### config.mk
export PLATFORM = sky130hd
export DESIGN_NAME = issue_sched
export DESIGN_NICKNAME = d
export VERILOG_FILES = /design/src/rtl/issue_sched_pkg.sv /design/src/rtl/issue_sched_rr_pick.sv /design/src/rtl/issue_sched.sv
export SDC_FILE = /design/constraint.sdc
export NUM_CORES = 1
export LEC_CHECK = 0
export ABC_AREA = 1
export BUFFER_PORTS_ARGS = -buffer_cell sky130_fd_sc_hd__buf_2
export CORE_UTILIZATION = 45
export DETAILED_ROUTE_END_ITERATION = 7
export REMOVE_ABC_BUFFERS = 1
export SYNTH_ARGS = -nofsm -noshare
export SYNTH_HDL_FRONTEND = slang
export SYNTH_HIERARCHICAL = 1
export SYNTH_SLANG_ARGS = --single-unit
### constraint.sdc
create_clock -name clock -period 6.1 [get_ports clock]
set_input_delay 0.61 -clock clock [delete_from_list [all_inputs] [get_ports clock]]
set_output_delay 0.61 -clock clock [all_outputs]
set_load 0.1 [all_outputs]
### src/rtl/issue_sched_pkg.sv
// ---------------------------------------------------------------------------
// issue_sched_pkg
// Shared definitions for the issue scheduler slice:
//   - FU class encoding (matches the RS entry fu field)
//   - default RS sizing and entry-tag width
//   - per-class scheduler state and the registered issue packet
// ---------------------------------------------------------------------------
package issue_sched_pkg;

    localparam int SYS_NUM_RS    = 6;
    localparam int RS_TAG_WIDTH  = 3;
    localparam int SYS_NUM_CLASS = 4;

    typedef enum logic [1:0] {
        FU_ALU   = 2'd0,
        FU_LOAD  = 2'd1,
        FU_STORE = 2'd2,
        FU_MULT  = 2'd3
    } fu_class_e;

    typedef enum logic {
        CLS_IDLE = 1'b0,
        CLS_BUSY = 1'b1
    } class_state_e;

    // idx is the 1-based RS entry number, 0 when valid is low
    typedef struct packed {
        logic                    valid;
        logic [RS_TAG_WIDTH-1:0] idx;
    } issue_packet_t;

endpackage

### src/rtl/issue_sched_rr_pick.sv
// ---------------------------------------------------------------------------
// rr_pick
// Combinational round-robin picker over an NUM_RS-wide request vector.
// The search starts at bit ptr+1 and wraps modulo NUM_RS, so the bit
// named by ptr has the lowest priority.
// Ports:
//   req   - request vector
//   ptr   - bit index of the previous grant
//   grant - one-hot grant (all zero when nothing requests)
//   index - bit index of the granted request
//   any   - at least one request was granted
// ---------------------------------------------------------------------------
module rr_pick
    import issue_sched_pkg::*;
#(
    parameter int NUM_RS = SYS_NUM_RS,
    parameter int IDX_W  = RS_TAG_WIDTH
) (
    input  logic [NUM_RS-1:0] req,
    input  logic [IDX_W-1:0]  ptr,
    output logic [NUM_RS-1:0] grant,
    output logic [IDX_W-1:0]  index,
    output logic              any
);

    // Walk the offsets 1..NUM_RS from the pointer; the first hit wins.
    always_comb begin
        int pos;
        grant = '0;
        index = '0;
        any   = 1'b0;
        pos   = 0;
        for (int k = 1; k <= NUM_RS; k++) begin
            pos = (int'(ptr) + k) % NUM_RS;
            if (!any && req[pos]) begin
                any        = 1'b1;
                grant[pos] = 1'b1;
                index      = IDX_W'(pos);
            end
        end
    end

endmodule

### src/rtl/issue_sched.sv
// ---------------------------------------------------------------------------
// issue_sched
// Picks at most one ready, not-yet-issued RS entry per FU class each cycle
// (round-robin within the class), registers the pick as a one-cycle issue
// pulse, tracks occupancy of the non-pipelined units and keeps an issued
// mask until the RS frees the entry.
// Ports:
//   clock       - system clock
//   reset       - asynchronous reset, active low
//   squash      - synchronous flush of issue state (pointers kept)
//   ready_vec   - entry valid with both operands ready (bit i = entry i+1)
//   entry_fu    - 2-bit FU class per entry
//   free_vec    - entry freed by CDB this cycle
//   fu_done     - completion pulse from LOAD (bit 1) and STORE (bit 2)
//   issue_valid - registered issue pulse per class
//   issue_idx   - issued entry number per class, 0 when not valid
//   fu_busy     - class occupied
//   issued_mask - entry issued and awaiting free
// ---------------------------------------------------------------------------
module issue_sched
    import issue_sched_pkg::*;
#(
    parameter int NUM_RS    = SYS_NUM_RS,
    parameter int NUM_CLASS = SYS_NUM_CLASS,
    parameter int MULT_LAT  = 4,
    parameter int IDX_W     = RS_TAG_WIDTH
) (
    input  logic                       clock,
    input  logic                       reset,
    input  logic                       squash,
    input  logic [NUM_RS-1:0]          ready_vec,
    input  logic [NUM_RS*2-1:0]        entry_fu,
    input  logic [NUM_RS-1:0]          free_vec,
    input  logic [NUM_CLASS-1:0]       fu_done,
    output logic [NUM_CLASS-1:0]       issue_valid,
    output logic [NUM_CLASS*IDX_W-1:0] issue_idx,
    output logic [NUM_CLASS-1:0]       fu_busy,
    output logic [NUM_RS-1:0]          issued_mask
);

    localparam int CNT_W = 4;

    logic [NUM_RS-1:0]    req       [NUM_CLASS];
    logic [NUM_RS-1:0]    grant     [NUM_CLASS];
    logic [IDX_W-1:0]     pick_idx  [NUM_CLASS];
    logic [NUM_CLASS-1:0] pick_any;
    logic [NUM_RS-1:0]    grant_all;

    issue_packet_t        pkt_q     [NUM_CLASS];
    logic [IDX_W-1:0]     ptr_q     [NUM_CLASS];
    logic [NUM_RS-1:0]    mask_q;

    class_state_e         state_q   [NUM_CLASS];
    class_state_e         state_d   [NUM_CLASS];
    logic [CNT_W-1:0]     mult_cnt_q;
    logic [CNT_W-1:0]     mult_cnt_d;

    // An entry requests its class only when it is ready, not already in
    // flight, not being freed this very cycle, and the unit can accept it.
    always_comb begin
        for (int c = 0; c < NUM_CLASS; c++) begin
            req[c] = '0;
            for (int i = 0; i < NUM_RS; i++) begin
                req[c][i] = ready_vec[i] & ~mask_q[i] & ~free_vec[i]
                          & (entry_fu[2*i +: 2] == 2'(c)) & ~fu_busy[c];
            end
        end
    end

    for (genvar c = 0; c < NUM_CLASS; c++) begin : g_pick
        rr_pick #(
            .NUM_RS (NUM_RS),
            .IDX_W  (IDX_W)
        ) u_pick (
            .req    (req[c]),
            .ptr    (ptr_q[c]),
            .grant  (grant[c]),
            .index  (pick_idx[c]),
            .any    (pick_any[c])
        );
    end

    always_comb begin
        grant_all = '0;
        for (int c = 0; c < NUM_CLASS; c++) begin
            grant_all = grant_all | grant[c];
        end
    end

    // Issue packets, round-robin pointers and the issued mask. A squash
    // drops this cycle's grants and leaves the pointers untouched.
    always_ff @(posedge clock or negedge reset) begin
        if (!reset) begin
            for (int c = 0; c < NUM_CLASS; c++) begin
                pkt_q[c] <= '0;
                ptr_q[c] <= IDX_W'(NUM_RS - 1);
            end
            mask_q <= '0;
        end else if (squash) begin
            for (int c = 0; c < NUM_CLASS; c++) begin
                pkt_q[c] <= '0;
            end
            mask_q <= '0;
        end else begin
            for (int c = 0; c < NUM_CLASS; c++) begin
                pkt_q[c].valid <= pick_any[c];
                pkt_q[c].idx   <= pick_any[c] ? RS_TAG_WIDTH'(pick_idx[c] + 1'b1) : '0;
                if (pick_any[c]) begin
                    ptr_q[c] <= pick_idx[c];
                end
            end
            mask_q <= (mask_q & ~free_vec) | grant_all;
        end
    end

    // Class FSM state register and MULT occupancy counter.
    always_ff @(posedge clock or negedge reset) begin
        if (!reset) begin
            for (int c = 0; c < NUM_CLASS; c++) begin
                state_q[c] <= CLS_IDLE;
            end
            mult_cnt_q <= '0;
        end else begin
            for (int c = 0; c < NUM_CLASS; c++) begin
                state_q[c] <= state_d[c];
            end
            mult_cnt_q <= mult_cnt_d;
        end
    end

    // ALU is pipelined and never leaves IDLE. MULT stays busy for MULT_LAT
    // cycles counted down from the issue cycle; LOAD/STORE wait for fu_done.
    always_comb begin
        mult_cnt_d = mult_cnt_q;
        for (int c = 0; c < NUM_CLASS; c++) begin
            state_d[c] = state_q[c];
            if (c != int'(FU_ALU)) begin
                case (state_q[c])
                    CLS_IDLE: begin
                        if (pick_any[c]) begin
                            state_d[c] = CLS_BUSY;
                            if (c == int'(FU_MULT)) begin
                                mult_cnt_d = CNT_W'(MULT_LAT - 1);
                            end
                        end
                    end
                    CLS_BUSY: begin
                        if (c == int'(FU_MULT)) begin
                            if (mult_cnt_q == '0) begin
                                state_d[c] = CLS_IDLE;
                            end else begin
                                mult_cnt_d = mult_cnt_q - 1'b1;
                            end
                        end else if (fu_done[c]) begin
                            state_d[c] = CLS_IDLE;
                        end
                    end
                    default: state_d[c] = CLS_IDLE;
                endcase
            end
        end
        if (squash) begin
            for (int c = 0; c < NUM_CLASS; c++) begin
                state_d[c] = CLS_IDLE;
            end
            mult_cnt_d = '0;
        end
    end

    always_comb begin
        issue_valid = '0;
        issue_idx   = '0;
        fu_busy     = '0;
        for (int c = 0; c < NUM_CLASS; c++) begin
            issue_valid[c]              = pkt_q[c].valid;
            issue_idx[c*IDX_W +: IDX_W] = IDX_W'(pkt_q[c].idx);
            fu_busy[c]                  = (state_q[c] == CLS_BUSY);
        end
    end

    assign issued_mask = mask_q;

endmodule

## Word-level counts from Yosys, hierarchy flattened

Cells that the tools add are included.

| storage, ports and cells | value |
|---|---|
| logic and storage cells | 522 |
| input bits | 31 |
| register bits | 41 |
| output and inout bits | 26 |

| operators by class | value |
|---|---|
| div/mod/pow operators | 24 |
| mux-type cells | 212 |
| bitwise gates (word level) | 96 |
| equality and inequality tests | 20 |
| reduce and logical (&&, ||, !) cells | 76 |
| order comparisons | 48 |
| add/sub/neg operators | 29 |

Operators with widths:

| operator | count |
|---|---|
| 32-bit by 1-bit >= comparator with 1-bit output, second input constant | 24 |
| 32-bit by 5-bit less-than comparator with 1-bit output, second input constant | 24 |
| 32-bit by 4-bit remainder unit with 32-bit output, second input constant | 24 |
| 6-bit 2-to-1 mux | 25 |
| 6-bit bitwise OR | 24 |
| 1-bit 2-to-1 mux | 102 |
| 3-bit 2-to-1 mux | 29 |
| 1-bit binary-select mux with 3-bit select | 24 |
| 1-bit demux with 3-bit select | 24 |
| 1-bit AND | 54 |
| 3-bit by 3-bit adder with 4-bit output, second input constant | 12 |
| 1-bit logical AND | 44 |
| 3-bit by 2-bit adder with 4-bit output, second input constant | 8 |
| 2-bit == test, second input constant | 12 |
| 1-bit zero test | 20 |
| 3-bit by 1-bit adder with 4-bit output, second input constant | 4 |
| 16-bit 2-to-1 mux | 1 |
| 1-bit NOT | 16 |
| 3-bit by 1-bit adder with 3-bit output, second input constant | 4 |
| 2-bit by 1-bit == test with 1-bit output, second input constant | 6 |
| 2-bit zero test | 6 |
| 4-bit 2-to-1 mux | 3 |
| 2-bit AND reduction | 5 |
| 4-bit one-hot mux with 2 select lines | 1 |
| other kinds (7) | 9 |

## Depth between registers and ports, before layout

| depth | value |
|---|---|
| word-level depth | 29 |
| gate-level depth with buffers | 28 |
| mapped depth without buffers | 26 |

## Modules after synthesis

The synthesis kept the hierarchy.

By module, submodules not included:

| module | cells an instance | area each (um^2) | instances | sequential area each (um^2) |
|---|---|---|---|---|
| rr_pick | 318 | 1838.0 | 4 | 0.0 |
| issue_sched | 235 | 2029.4 | 1 | 1036.0 |

## Worst setup path after synthesis

Ideal clock, no wire load.

| path | value |
|---|---|
| path kind | flip-flop to flip-flop |
| from | register ptr_q[0] (netlist name) |
| to | register mult_cnt_q[3] |
| data required time | 5.987 ns |
| data arrival time | 3.294 ns |
| clock period less this slack | 3.408 ns |
| setup time | 0.113 ns |
| stages on the path, launching flop included | 25 |
| path slack | 2.692 ns |
| cell sequence | dfstp_2 buf_6 inv_2 buf_2 ha_1 nand2_1 nand2_2 ha_1 inv_1 nand3_1 nand2_1 nand4_2 nand2_1 nand3_1 nand2_1 nand2_1 nand2_1 nand3_4 or3_1 inv_1 nand3_1 nand3_1 nand2_1 inv_1 nor2_2 |

| on the way | value |
|---|---|
| longest elaborated chain between the ends | 23 |
| elaborated cells between the ends (all ways) | 48 |
| those cells by class | add/sub: 6; div: 6; eq/ne: 1; mux: 24; reduce/logical: 11 |

RTL lines:

| what | line | RTL |
|---|---|---|
| from (decl) | issue_sched.sv:50 | `logic [IDX_W-1:0] ptr_q [NUM_CLASS];` |
| from (signal, indexed assignment) | issue_sched.sv:96 | `ptr_q[c] <= IDX_W'(NUM_RS - 1);` |
| from (signal, indexed assignment) | issue_sched.sv:109 | `ptr_q[c] <= pick_idx[c];` |
| 3-bit by 1-bit adder with 4-bit output | issue_sched_rr_pick.sv:34 | `pos = (int'(ptr) + k) % NUM_RS;` |
| 32-bit by 4-bit remainder unit with 32-bit output | issue_sched_rr_pick.sv:34 |  |
| 1-bit binary-select mux with 3-bit select | issue_sched_rr_pick.sv:35 | `if (!any && req[pos]) begin` |
| 1-bit 2-to-1 mux (not written as such) (2 in series) | issue_sched_rr_pick.sv:35 |  |
| 1-bit 2-to-1 mux | issue_sched_rr_pick.sv:35 |  |
| 1-bit zero test | issue_sched_rr_pick.sv:35 |  |
| 1-bit logical AND | issue_sched_rr_pick.sv:35 |  |
| 1-bit 2-to-1 mux | issue_sched_rr_pick.sv:35 |  |
| [7 not listed] | -- |  |
| 1-bit logical AND | issue_sched_rr_pick.sv:35 |  |
| 1-bit 2-to-1 mux | issue_sched_rr_pick.sv:35 |  |
| 1-bit zero test | issue_sched_rr_pick.sv:35 |  |
| 1-bit logical AND | issue_sched_rr_pick.sv:35 |  |
| 1-bit 2-to-1 mux * | issue_sched_rr_pick.sv:35 |  |
| named net pick_any[3] | issue_sched.sv:46 | `logic [NUM_CLASS-1:0] pick_any;` |
| 3-bit by 2-bit inequality test with 1-bit output (no line) * | -- |  |
| 2-bit AND reduction (no line) * | -- |  |
| to (signal assigned) | issue_sched.sv:127 | `mult_cnt_q <= mult_cnt_d;` |
| to (decl) | issue_sched.sv:55 | `logic [CNT_W-1:0] mult_cnt_q;` |

The timed path passes the listed nets; every way through them passes the cells marked *. The select of a mux whose other input is x is not followed.
A chain may end at the register's enable or synchronous reset.

==> results.md <==
* Run status: finished clean
* Width of the die at approximately 150 µm
* First-pass GRT wire length at between 40 and 50 mm
* Sink of the worst hold path: fu_busy[1]
* Number of antenna violations at the first check in global routing at 2
* Reg2reg setup slack at approximately 1700 ps
* Critical path startpoint category: flop
* Placeable core area at just over 20000 µm²
* Critical-path top delay cell: sky130_fd_sc_hd__dfstp_2
* Yosys Warn Count at 6
* Max Fclk at roughly 0.23 GHz
* Count of vias placed by the detailed router at slightly below 10k
* Setup CP Type: reg2reg
* Hold wc startpoint: fu_done[1]
* Hold-critical path depth at 2
* Count of H-tree levels built during CTS at 2
* Overflow left after global routing at 0
* Vertical die dimension at approximately 150 µm
* Mean instance size in the synthesized netlist at between 6 and 7 µm²
* Synthesized cell area at 9380 µm²
* Hold WC Path Type: in2reg
* Final slew viol count at 0
* Post-cts sizing count at 0
* # DRC at 0
* Clock Sinks at 41
* Final clock period utilization by the worst path at 71.6%
* Via count of the first global-routing pass at ~9.0k
* TritonCTS clock tree: built
* Postcts setup bufs at 0
* Largest fanout of any net on the critical path at 23
* Number of buffer cells added on primary ports at 53
* Most used cell along the critical path: sky130_fd_sc_hd__nand2_1
* Routed Antenna Nets at 0
* Number of DRC markers after the initial detailed-route iteration at about 740
* Length of routed met3 wiring at between 1 and 1.5 mm
* Sequential area share after synthesis at between 10 and 15%
* Slew at the pin closest to its max-slew limit at between 1000 and 1500 ps
* Final weighted congestion of routability-driven global placement at between 0.9 and 1
* RSZ-0062 raised after global routing: false
* Number of cell rows at 52
* Hold Vio Cnt, Final at 0
* Arrival @ worst endpoint at approximately 4600 ps
* Count of max-cap constraint violations at 0
* Synth Register Bits at between 40 and 50
* Final min period at between 4000 and 5000 ps
* Highest metal layer used by the detailed router: met5
* Routed met2 length at between 10 and 15 mm
* Antenna cells at 0
* Number of flops mapped to enable cells by yosys at 0
* Sequence of cells on the critical path: inv_2, ha_1, ha_1, nor2_1, a21oi_4, nand3_1, nand2_2, nand2_4, nand2_1, inv_1, a21oi_1, o21ai_0, inv_1, nand2_1, nor2_1, nand2_1, nor4_1, nand2_1, nand2_1, inv_1
* Post-route clock skew at between 8 and 9 ps
* CTS hold repair buffers at 0
* Signed area change from the synthesized netlist to the final layout at 6.88%
* Area of the die at approximately 21000 µm²
* WL/cell at 15.2 µm
* Number of top-level design ports at 57
* First element of the critical path: ptr_q[6]
* Peak per-stage delay on the critical path at 870 ps
* Effective utilization at floorplan at about 46%
* Root buffer selected by CTS: sky130_fd_sc_hd__clkbuf_16
* Clk pin slew, worst setup/hold paths at ~70 ps
* Clk buf depth at 2
* TritonCTS Buffers at 5
* Launch instance of the worst register-to-register path: ptr_q[6]
* Distinct cell type count of the synthesized netlist at 46
* Worst reg2reg path endpoint: issued_mask[1]
* Number of nets in the final layout at 1666
* Total global-route track usage at 26.4%
* Setup Viol. Count Final at 0
* Final total negative setup slack at 0 ps
* Reg2Reg Depth at 20
* Main flop type after synthesis: sky130_fd_sc_hd__dfrtp_1
* Count of TritonRoute iterations in the first routing pass at 5
* Required time reported for the critical path endpoint at 6290 ps
* Post-DP HPWL at about 23 mm
* Per-cell via count in the routed design at between 5 and 6
* Endpoint class of the critical path: flop
* Fraction of layout cells with a size suffix above 1 at about a fifth
* Clock latency of the later-clocked register in the worst-skew pair at 300 ps
* Synth Instances at 1507
* Routed wire length at ~28 mm
* Met1 wire length at roughly 13 mm
* Slew HR at between 20% and 30%
* Share of flip-flops with an asynchronous set or reset after synthesis at 100%
* Pin count of the biggest net entering global routing at between 40 and 50
synth_stat cells, types with 6 or more instances:
| cell type | number | area [µm²] |
|---|---|---|
| sky130_fd_sc_hd__nand3_2 | 21 | 210 |
| sky130_fd_sc_hd__inv_1 | 198 | 743 |
| sky130_fd_sc_hd__nand2_1 | 347 | 1300 |
| sky130_fd_sc_hd__buf_2 | 10 | 50.1 |
| sky130_fd_sc_hd__nand3_4 | 8 | 140 |
| sky130_fd_sc_hd__a21oi_1 | 31 | 155 |
| sky130_fd_sc_hd__a21oi_4 | 16 | 260 |
| sky130_fd_sc_hd__inv_2 | 39 | 146 |
| sky130_fd_sc_hd__and3_1 | 8 | 50.1 |
| sky130_fd_sc_hd__o22ai_1 | 8 | 50.1 |
| sky130_fd_sc_hd__o21ai_1 | 12 | 60.1 |
| sky130_fd_sc_hd__o21ai_0 | 70 | 350 |
| sky130_fd_sc_hd__nand3_1 | 159 | 796 |
| sky130_fd_sc_hd__nor2_2 | 6 | 37.5 |
| sky130_fd_sc_hd__nor2_4 | 18 | 203 |
| sky130_fd_sc_hd__nor3_1 | 18 | 90.1 |
| sky130_fd_sc_hd__buf_6 | 6 | 67.6 |
| sky130_fd_sc_hd__mux2i_1 | 8 | 80.1 |
| sky130_fd_sc_hd__nand2_2 | 69 | 432 |
| sky130_fd_sc_hd__nand2_4 | 18 | 203 |
| sky130_fd_sc_hd__nor2_1 | 150 | 563 |
| sky130_fd_sc_hd__nor4_1 | 23 | 144 |
| sky130_fd_sc_hd__nand4_1 | 54 | 338 |
| sky130_fd_sc_hd__dfstp_2 | 8 | 210 |
| sky130_fd_sc_hd__nand3b_1 | 21 | 158 |
| sky130_fd_sc_hd__dfrtp_1 | 33 | 826 |
| sky130_fd_sc_hd__a21oi_2 | 6 | 52.6 |
| sky130_fd_sc_hd__ha_1 | 90 | 1130 |
critical path: cells and delay by family (launching register included):
| family | cells | cell delay (ps) |
|---|---|---|
| flops | 1 | 870 |
| simple gates | 11 | 1460 |
| buf+inv | 4 | 560 |
| compound gates | 3 | 490 |
| fa+ha+maj | 2 | 860 |
cell families (layout without fill, tap and decap cells):
logic type               count (synthesis)  in the layout  share of synthesized area (%)
flip-flops                              41             41                           11.0
buffers and inverters                  265            304                           11.6
XOR/XNOR                                 8              8                          0.747
adder cells (fa/ha/maj)                 90             90                           12.0
AND/OR/NAND/NOR                        934            934                           51.4
other                                    1              1                         0.0400
AO/OA/AOI/OAI                          160            160                           12.4
multiplexers                             8              8                          0.854
state kept, by name (all words and copies together), names as in the netlist:
name	cells
ptr_q	12
mult_cnt_q	4
issue_valid	4
fu_busy	3
issue_idx	12
issued_mask	6
per-stage QoR:
step / setup slack [ps] / area, µm² / hold WS [ps] / std cells / utilization, %
after floorplan: 2660 / 9230 / 314 / 1485 / -
after global placement: 1830 / 9840 / 518 / 1808 / 48.3
after detailed placement: 1800 / 9840 / 541 / 1808 / 48.3
after CTS: 1780 / 10000 / 477 / 1816 / 49.2
after global routing: 1360 / 10000 / 492 / 1816 / 49.2
final: 1730 / 10000 / 484 / 1816 / 49.2
layer usage:
| metal | global-route usage (%) | vias up |
|---|---|---|
| met2 | 43.5 | 254 |
| met3 | 3.47 | 35 |
| li1 | - | 5030 |
| met5 | 0 | - |
| met1 | 36.6 | 4445 |
| met4 | 5.05 | 4 |
how the worst max path moves through the flow:
stage / cells after the start / endpoint
floorplan: 22 / mult_cnt_q[3]
global placement: 20 / issued_mask[1]
detailed placement: 23 / issued_mask[4]
CTS: 23 / issued_mask[4]
global route: 24 / issued_mask[4]
finish: 20 / issued_mask[1]
layout make-up:
| type | instances | area, µm² |
|---|---|---|
| Clock buffer | 5 | 125 |
| Clock inverter | 3 | 65.1 |
| Fill cell | 2207 | 10300 |
| Inverter | 243 | 937 |
| Multi-Input combinational cell | 1201 | 7260 |
| Sequential cell | 41 | 1040 |
| Tap cell | 270 | 338 |
| Timing Repair Buffer | 53 | 265 |
cells in the final DEF, fill, tap and decap left out, types with 5 or more instances in the layout:
cell	netlist	routed
sky130_fd_sc_hd__nand2_1	347	347
sky130_fd_sc_hd__inv_1	198	198
sky130_fd_sc_hd__nand3_1	159	159
sky130_fd_sc_hd__nor2_1	150	150
sky130_fd_sc_hd__ha_1	90	90
sky130_fd_sc_hd__o21ai_0	70	70
sky130_fd_sc_hd__nand2_2	69	69
sky130_fd_sc_hd__nand4_1	54	54
sky130_fd_sc_hd__buf_2	10	53
sky130_fd_sc_hd__inv_2	39	39
sky130_fd_sc_hd__dfrtp_1	33	33
sky130_fd_sc_hd__a21oi_1	31	31
sky130_fd_sc_hd__nor4_1	23	23
sky130_fd_sc_hd__nand3b_1	21	21
sky130_fd_sc_hd__nand3_2	21	21
sky130_fd_sc_hd__nand2_4	18	18
sky130_fd_sc_hd__nor2_4	18	18
sky130_fd_sc_hd__nor3_1	18	18
sky130_fd_sc_hd__a21oi_4	16	16
sky130_fd_sc_hd__o21ai_1	12	12
sky130_fd_sc_hd__mux2i_1	8	8
sky130_fd_sc_hd__nand3_4	8	8
sky130_fd_sc_hd__and3_1	8	8
sky130_fd_sc_hd__o22ai_1	8	8
sky130_fd_sc_hd__dfstp_2	8	8
sky130_fd_sc_hd__a21oi_2	6	6
sky130_fd_sc_hd__nor2_2	6	6
sky130_fd_sc_hd__clkbuf_16	0	5
Power is not shown: default switching activity piles up to over one toggle a cycle in this logic, so the estimate is an artifact.
